===== config.mk =====
export PLATFORM = sky130hd
export DESIGN_NAME = k_row_loader
export DESIGN_NICKNAME = d
export VERILOG_FILES = /design/src/rtl/k_row_loader.sv
export SDC_FILE = /design/constraint.sdc
export NUM_CORES = 1
export LEC_CHECK = 0
export ABC_CLOCK_PERIOD_IN_PS = 4700
export CORE_AREA = 5 5 249 251
export DETAILED_ROUTE_END_ITERATION = 8
export DIE_AREA = 0 0 254 256
export HOLD_SLACK_MARGIN = 0.03
export PLACE_DENSITY_LB_ADDON = 0.3
export SYNTH_ARGS = -nofsm -noshare
export SYNTH_HDL_FRONTEND = slang
export SYNTH_SLANG_ARGS = --single-unit

===== constraint.sdc =====
create_clock -name clk -period 4.7 [get_ports clk]
set_clock_uncertainty 0.1 [all_clocks]
set_input_delay 0.94 -clock clk [delete_from_list [all_inputs] [get_ports clk]]
set_output_delay 0.94 -clock clk [all_outputs]
set_load 0.01 [all_outputs]

===== src/rtl/k_row_loader.sv =====
// k_row_loader: fetches a block of K rows beat-by-beat and pushes packed rows into the KSRAM FIFO.
// Define K_ROW_LOADER_PREFETCH_EN for ping-pong row buffers that overlap fetch with push.
module k_row_loader #(
    parameter int NUM_ROWS   = 16,
    parameter int ROW_BITS   = 512,
    parameter int BUS_WIDTH  = 64,
    parameter int ADDR_WIDTH = 32
) (
    input  logic                      clk,
    input  logic                      rst,
    input  logic                      start,
    input  logic [ADDR_WIDTH-1:0]     base_addr,
    input  logic [$clog2(NUM_ROWS):0] row_count,
    output logic                      busy,
    output logic                      done,
    output logic                      mem_req_valid,
    input  logic                      mem_req_ready,
    output logic [ADDR_WIDTH-1:0]     mem_req_addr,
    input  logic                      mem_resp_valid,
    input  logic [BUS_WIDTH-1:0]      mem_resp_data,
    output logic                      write_enable,
    input  logic                      sram_ready,
    output logic [ROW_BITS-1:0]       write_data
);
    localparam int BEATS = ROW_BITS / BUS_WIDTH;
    localparam int BW    = $clog2(BEATS + 1);
    localparam int BI    = $clog2(BEATS);
    localparam int CW    = $clog2(NUM_ROWS) + 1;
    localparam logic [BW-1:0] NBEATS    = BW'(BEATS);
    localparam logic [BW-1:0] LAST_BEAT = BW'(BEATS - 1);
    localparam logic [CW-1:0] MAX_ROWS  = CW'(NUM_ROWS);
    localparam logic [ADDR_WIDTH-1:0] ROW_BYTES = ADDR_WIDTH'(ROW_BITS / 8);
    localparam logic [ADDR_WIDTH-1:0] BUS_BYTES = ADDR_WIDTH'(BUS_WIDTH / 8);
`ifdef K_ROW_LOADER_PREFETCH_EN
    localparam logic PF = 1'b1;
`else
    localparam logic PF = 1'b0;
`endif

    typedef enum logic [1:0] {IDLE, FETCH, PUSH, FINISH} state_t;
    state_t state, state_n;

    logic [ADDR_WIDTH-1:0]          base;
    logic [CW-1:0]                  cnt, frow, prow, rc_sat;
    logic [BW-1:0]                  req_beat, resp_beat;
    logic [1:0]                     full, full_n;
    logic [BEATS-1:0][BUS_WIDTH-1:0] rbuf [2];
    logic active, fslot, pslot, pslot_n, fetch_en, req_fire, resp_fire, fill_done, xfer, last_xfer;

    // fetch side fills buffer frow, push side drains buffer prow; a buffer is reused only once drained
    always_comb begin
        active        = state == FETCH || state == PUSH;
        fslot         = PF & frow[0];
        pslot         = PF & prow[0];
        rc_sat        = row_count > MAX_ROWS ? MAX_ROWS : row_count;
        fetch_en      = active && frow < cnt && !full[fslot];
        mem_req_valid = fetch_en && req_beat < NBEATS;
        mem_req_addr  = base + ADDR_WIDTH'(frow) * ROW_BYTES + ADDR_WIDTH'(req_beat) * BUS_BYTES;
        req_fire      = mem_req_valid && mem_req_ready;
        resp_fire     = active && mem_resp_valid && resp_beat != req_beat;
        fill_done     = resp_fire && resp_beat == LAST_BEAT;
        write_enable  = state == PUSH;
        write_data    = rbuf[pslot];
        xfer          = write_enable && sram_ready;
        last_xfer     = xfer && prow == cnt - CW'(1);
        busy          = active;
        done          = state == FINISH;
        full_n        = full;
        if (fill_done) full_n[fslot] = 1'b1;
        if (xfer) full_n[pslot] = 1'b0;
        pslot_n       = PF & (prow[0] ^ xfer);
        state_n       = (state == IDLE)   ? (start ? (rc_sat == '0 ? FINISH : FETCH) : IDLE)
                      : (state == FINISH) ? IDLE
                      : last_xfer         ? FINISH
                      : full_n[pslot_n]   ? PUSH : FETCH;
    end

    always_ff @(posedge clk or negedge rst) begin
        if (!rst) begin
            state     <= IDLE;
            base      <= '0;
            cnt       <= '0;
            frow      <= '0;
            prow      <= '0;
            req_beat  <= '0;
            resp_beat <= '0;
            full      <= '0;
            rbuf[0]   <= '0;
            rbuf[1]   <= '0;
        end else begin
            state <= state_n;
            full  <= full_n;
            if (state == IDLE && start) begin
                base      <= base_addr;
                cnt       <= rc_sat;
                frow      <= '0;
                prow      <= '0;
                req_beat  <= '0;
                resp_beat <= '0;
            end
            if (req_fire) req_beat <= req_beat + BW'(1);
            if (resp_fire) begin
                rbuf[fslot][resp_beat[BI-1:0]] <= mem_resp_data;
                resp_beat <= resp_beat + BW'(1);
            end
            if (fill_done) begin
                req_beat  <= '0;
                resp_beat <= '0;
                frow      <= frow + CW'(1);
            end
            if (xfer) prow <= prow + CW'(1);
        end
    end
endmodule

==> summary.md, run 1 <==
| Metric | Value |
|---|---|
| First-pass GRT wire length | 103 mm |
| Outcome | finished clean |
| Routed vias/inst | 4.98 |
| Largest net degree at the start of global routing | 98 |
| RePlAce Congestion | 0.814 |
| Via Count | 14650 |
| Avg WL per Cell | 23.3 um |
| Cell Pwr Density | 713 nW/um2 |
| Switching share of power | 31.5% |
| Die Span X | 254 um |
| Syn Std Cell Area | 22700 um2 |
| Crit path launch type | register |
| Seq/Total Area, Yosys | 62.7% |
| Initial Util | 38.1% |
| Number of synthesized flops with an enable pin | 0 |
| CTS max path bufs | 3 |
| Worst-Margin Slew | 1050 ps |
| Fraction of registers with async set/reset | 100% |
| Cells after synthesis | 1435 |
| Detailed placement HPWL | 48.3 mm |
| CP Class | reg -> out |
| Leak pwr | 0.0143 uW |
| Initial antenna violation count | 0 |
| CTS root buffer | clkbuf_16 |
| DR iter-0 viols | 532 |
| #FFs+latches synth | 570 |
| Fin util | 53.8% |
| I/O pin cnt | 655 |
| Fraction of layout instances using a drive strength above 1 | 31.0% |
| Num CTS Buffers | 59 |
| DRT Wirelength | 68.5 mm |
| Final ANT Viol Nets | 0 |
| HP Class | in -> async |
| Inserted Diodes | 0 |
| Core Area | 59700 um2 |
| Worst-path clk slew | 60 ps |
| Syn avg cell area | 15.9 um2 |
| Clk sink count | 570 |
| CTS H-tree depth | 2 |
| Worst slack, placed | 555 ps |
| Vias in the first global route | 15936 |
| Post-synth top flop | dfrtp_1 |
| Worst EP required | 3660 ps |
| Power share of the combinational group | 43.1% |
| Die height | 256 um |
| Site row count | 90 |
| Crit. End Element | output pin |
| Period minus WS final | 4590 ps |
| Worst VDD drop | 470 uV |
| Number of I/O port buffers | 654 |
| Mapped Nets | 1571 |
| Area grow syn2layout | 41.1% |
| Int Pwr | 15700 uW |
| # Max-Cap Violations | 0 |
| Fin crit share | 97.6% |
| Die ar. | 65000 um2 |
| Drt drc | 0 |
| Tot GR Track Use | 20.5% |
| Power share of the clock group | 20.8% |
| Distinct cells, synth | 50 |
| Final Hold Viols | 0 |
| CTS tree | yes |
| DR pass1 iterations | 4 |
| Pins Over Slew Limit | 0 |
| Synth warnings | 0 |
| Fill cell count | 4894 |
| Maximum fanout along the worst path | 4 |
| Later-pin clock latency in the skew report | 600 ps |
| Switching power | 7210 uW |
| Setup ws final | 114 ps |
| GR Overflow Total | 0 |
| Arrival time worst endpoint | 3550 ps |
| Sequential Power Share | 36.1% |
| Slew Limit Headroom | 30.2% |
| Nets | 2253 |
| Fmax | 0.218 GHz |
| Setup Viol. Count Final | 0 |
==> layout make-up <==
type	instances	area, um2	area share [%]
multi-input combinational	780	7890	24.6
clock inverter	17	221	0.690
sequential	570	14300	44.4
clock buffer	86	1770	5.52
inverter	20	75.1	0.234
timing repair buffer	686	6900	21.5
tap	782	978	3.05
==> registers in the layout (all words and copies together) (netlist names) <==
signal	flops
base	32
resp_beat	4
cnt	5
frow	5
full	1
prow	5
state	2
rbuf	512
req_beat	4
==> layer usage <==
layer	track usage (%)	routed length, um	up-vias
met2	34.7	33900	502
met3	7.49	6230	96
met1	24.7	26600	7603
met4	5.49	1830	0
met5	0	0	-
li1	-	-	6449
==> power groups by stage <==
stage | Sequential, uW | Clock (uW) | Combinational [uW]
after CTS | 8280 | 4880 | 10000
after global placement | 8220 | 0 | 9840
after floorplan | 9010 | 0 | 3520
final | 8260 | 4760 | 9870
after detailed placement | 8330 | 0 | 9960
after global routing | 8540 | 5090 | 10500
==> cells in the final DEF (no fill, tap or decap), types with 4 or more instances in the layout <==
master,n
bufinv_16,5
xnor2_1,30
clkbuf_16,61
clkbuf_8,15
nor2b_1,5
clkdlybuf4s50_1,646
a21oi_1,12
nand4_1,7
nand3_1,13
buf_4,25
and3_1,4
mux2_1,22
dfrtp_1,570
mux2_2,523
inv_1,20
clkbuf_1,10
ha_1,27
o21ai_0,22
clkinv_2,9
buf_12,7
a21o_1,4
xor2_1,9
nor3_1,5
dlymetal6s2s_1,7
nand3b_1,10
nand2_1,32
nor2_1,14
==> synthesized netlist by cell type (2+ instances only) <==
cell	instances	area [um2]
inv_1	20	75.1
a211oi_1	2	15.0
a22o_1	2	17.5
dfrtp_1	570	14300
nor3_1	6	30.0
mux2_1	22	248
nand2_1	33	124
fa_1	2	40.0
nor2b_1	5	31.3
o21bai_1	2	15.0
xor2_1	9	78.8
a21oi_1	13	65.1
and3_1	4	25.0
nand3_1	13	65.1
clkbuf_1	6	22.5
buf_1	3	11.3
nor3b_1	2	15.0
buf_6	26	293
nand2b_1	2	12.5
nand3b_1	10	75.1
mux2_2	523	5890
buf_12	6	120
xnor2_1	31	272
a21o_1	5	37.5
o21ai_0	22	110
nor2_1	15	56.3
buf_2	19	95.1
o211ai_1	2	15.0
nand4_1	7	43.8
buf_4	5	37.5
ha_1	27	338
o31ai_1	2	15.0
a31oi_1	2	12.5
==> worst max-delay path, stage by stage (launching register included) <==
cell and delay (ps):
dfrtp_1 330, inv_1 70, fa_1 540, inv_1 50, ha_1 330, o21ai_0 230
o21bai_2 110, and4_1 220, a31oi_4 230, nor2_1 100, xor2_1 160, clkdlybuf4s50_1 580
==> logic make-up after synthesis <==
group / after synthesis / synth area share (%)
DFF: 570 / 62.7
muxes: 545 / 27.0
and+or+nand+nor: 110 / 2.66
buffers and inverters: 85 / 2.88
AOI/OAI and AO/OA: 56 / 1.57
xor gates and xnor gates: 40 / 1.54
adders and majority gates: 29 / 1.66
==> final timing paths <==
kind | startpoint | endpoint | slack [ps] | cells after the start
min | rst | rbuf[577] | 230 | 1
min reg2reg | rbuf[574] | rbuf[574] | 390 | 1
max | base[6] | mem_req_addr[27] | 110 | 11
max reg2reg | resp_beat[1] | rbuf[902] | 1660 | 7
max in group asynchronous | rst | base[10] | 3050 | 3
min in group clk | rbuf[574] | rbuf[574] | 390 | 1
==> repair_timing <==
item                       4_1_cts  5_1_grt
setup buffers                    1        3
pin swaps                        2        3
gates resized for setup          4       13
setup endpoints to repair       14       17
hold buffers                     0        0
==> metrics by stage <==
step	total power [uW]	area, um2	hold WS, ps	TNS (ps)	instances
final	22900	32100	232	0	2941
after global routing	24100	32100	286	-153	2941
after CTS	23200	32000	249	0	2938
after detailed placement	18300	30000	374	0	2834
after global placement	18100	30000	370	0	2834
after floorplan	12500	22700	366	0	1435
Note: power is estimated with default switching activity, not from simulation.
==> run 2: changes to the inputs <==
Settings changed: CTS_CLUSTER_SIZE set to 16, TNS_END_PERCENT set to 100.
==> results of run 2 <==
The final DEF is identical to that of run 1; final timing and power are the same.
==> run 3: changes to the inputs <==
Settings changed: RECOVER_POWER set to 50, REMOVE_ABC_BUFFERS set to 1.
==> run 3 against run 2 <==
  * The run now ends with capacitance limit, slew limit left
  * Routed wire length rose by 5.6%
  * Power fell by 0.36%
  * Critical path depth did not move
  * Die area did not move
  * Largest power group unchanged
  * Register-to-register slack got worse by 910 ps
  * Non-clock buffer count fell by 1
  * Sequential cell count did not move
  * Sequential share of layout area rose by 0.077 points
  * Clock power rose by 1%
  * Global-route usage rose by 1.2 points
  * Final cell count rose by 0.14%
  * Utilization fell by 0.088 points
==> summary.md, run 3 (synthesis gave the netlist of run 1 again) <==
| Metric | Value |
|---|---|
| GR Overflow Total | 0 (unchanged) |
| Area grow syn2layout | 40.9% |
| Crit-path slowest cell | clkdlybuf4s50_1 |
| Fill cell count | 4959 (+1.3%) |
| Total power draw | 22800 uW (-0.36%) |
| R2r worst-path depth | 5 (-2) |
| Worst-Margin Slew | 2960 ps (+1910 ps) |
| First-pass GRT wire length | 107 mm (+4.4%) |
| DRT Wirelength | 72.4 mm (+5.6%) |
| Largest register by flop count | rbuf |
| Multi-input gate area | 7870 um2 (-0.29%) |
| Pins Over Slew Limit | 156 (+156) |
| Fin crit share | 96.7% (-0.88 points) |
| Reg2Reg Setup Slack | 750 ps (-910 ps) |
| CTS max path bufs | 3 (unchanged) |
| Clk sink count | 570 (unchanged) |
| Final ANT Viol Nets | 0 (unchanged) |
| Worst R2R Start | state[0] |
| Crit. End Element | output pin |
| DR pass1 iterations | 4 (unchanged) |
| Maximum fanout along the worst path | 4 (unchanged) |
| Worst EP required | 3660 ps (about the same) |
| Commonest non-fill, non-tap cell in the layout | dfrtp_1 |
| Inserted Diodes | 0 (unchanged) |
| Die Span X | 254 um (unchanged) |
| Detailed placement HPWL | 50.2 mm (+4.1%) |
| Initial antenna violation count | 3 (+3) |
| Initial Util | 38.1% (unchanged) |
| Later-pin clock latency in the skew report | 610 ps (about the same) |
| Num CTS Buffers | 60 (+1.7%) |
| Worst VDD drop | 452 uV (-4.0%) |
| Most frequent cells in the layout | dfrtp_1, mux2_2, clkdlybuf4s50_1 |
| Post-CTS Hold Buffers | 0 (unchanged) |
| CTS root buffer | clkbuf_16 |
| CTS H-tree depth | 2 (unchanged) |
| Top flop regs | rbuf (512), base (32) |
| Worst slack, placed | 502 ps (-53.1 ps) |
| Number of I/O port buffers | 654 (unchanged) |
| Period minus WS final | 4540 ps (-41.3 ps) |
| Worst-path clk slew | 60 ps (about the same) |
| DR iter-0 viols | 616 (+16%) |
| Tot GR Track Use | 21.7% (+1.2 points) |
| Outcome | finished, violations left |
| Setup Viol. Count Final | 0 (unchanged) |
| Arrival time worst endpoint | 3500 ps (-50 ps) |
| Leak pwr | 0.0146 uW (+2.5%) |
| CP cell instances | inv_1 > fa_1 > inv_1 > ha_1 > o21ai_0 > o21bai_2 > and4_4 > a31oi_4 > nor2_1 > xor2_1 > clkdlybuf4s50_1 |
| Final Hold Viols | 0 (unchanged) |
| Drt drc | 0 (unchanged) |
| Max FFs per register | 512 (unchanged) |
| Vias in the first global route | 15986 (+0.31%) |
| Setup ws final | 155 ps (+41.3 ps) |
| # Max-Cap Violations | 2 (+2) |
| Core Area | 59700 um2 (unchanged) |
| RePlAce Congestion | 0.854 (+4.9%) |
| Fraction of layout instances using a drive strength above 1 | 30.5% (-0.52 points) |
| Hold depth | 1 |
| Nets | 2253 (unchanged) |
| CP Class | reg -> out |
| CP peak stage delay | 560 ps (-20 ps) |
| Site row count | 90 (unchanged) |
| Die height | 256 um (unchanged) |
| Die ar. | 65000 um2 (unchanged) |
| CTS tree | yes |
| R2R Path End | frow[0] |
| Crit path launch type | register |
| Worst hold endpoint | rbuf[526] |
| Failing checks | capacitance limit, slew limit |
| Most used cell, CP | inv_1 |
| Fmax | 0.220 GHz (+0.91%) |
| Via Count | 14803 (+1.0%) |
| Slew Limit Headroom | -97.5% (-130 points) |
| HP Class | reg -> reg |
| Largest net degree at the start of global routing | 111 (+13%) |
| Routed vias/inst | 5.03 (+0.91%) |
| I/O pin cnt | 655 (unchanged) |
| Register area | 14300 um2 (about the same) |
| Avg WL per Cell | 24.6 um (+5.5%) |
| Cell Pwr Density | 712 nW/um2 (-0.19%) |
| HP Start | rbuf[526] |
| RSZ-0062 raised after global routing | false |
## run 3: how the worst max path moves through the flow
stage | startpoint | depth (start not counted) | end | slack (ps)
after detailed placement | frow[0] | 11 | mem_req_addr[27] | 500
after floorplan | mem_resp_valid | 5 | rbuf[576] | -2290
after global routing | req_beat[1] | 11 | mem_req_addr[16] | 7
after global placement | frow[0] | 11 | mem_req_addr[27] | 540
after CTS | frow[0] | 11 | mem_req_addr[19] | 60
final | base[6] | 11 | mem_req_addr[27] | 160
## run 3: power by group
part / total [uW] / internal (uW) / leakage, uW / switching, uW
registers: 8230 / 7020 / 0.00724 / 1210
logic: 9780 / 5510 / 0.00638 / 4260
clock network: 4810 / 2850 / 0.000991 / 1960
total: 22800 / 15400 / 0.0146 / 7440
## run 3: through the flow
stage	hold WS [ps]	setup TNS (ps)	cells	instance area, um2	util, %
5_1_grt	386	0	2945	32000	53.7
3_3_place_gp	368	0	2833	30000	50.3
2_1_floorplan	366	-292280	1370	22200	-
6_report	376	0	2945	32000	53.7
4_1_cts	336	0	2943	32100	53.7
3_5_place_dp	374	0	2833	30000	50.3
## run 3: layout make-up
type / count / area share (%)
Clock buffer: 86 / 5.30
Multi-Input combinational cell: 780 / 24.6
Clock inverter: 22 / 1.00
Tap cell: 782 / 3.05
Inverter: 20 / 0.234
Timing Repair Buffer: 685 / 21.3
Sequential cell: 570 / 44.5
## run 3: what timing repair did
action	4_1_cts	5_1_grt
endpoints found under the setup margin	14	15
setup buffers	2	2
gates resized for setup	6	16
pin swaps	3	3
## run 3: per-layer routing
layer | up-vias | track usage (%) | wire [um]
met1 | 7734 | 26.2 | 28000
met2 | 472 | 36.9 | 36300
met5 | - | 0 | 34
met3 | 139 | 6.75 | 5460
li1 | 6452 | - | -
met4 | 6 | 7.09 | 2680
## run 3: worst max-delay path: cells and delay by family, from the launching register on
kind            cells  cell delay, ps
flops               1             320
compound gates      3             560
fa+ha+maj           2             880
buf+inv             3             660
xor+xnor            1             160
simple gates        2             320
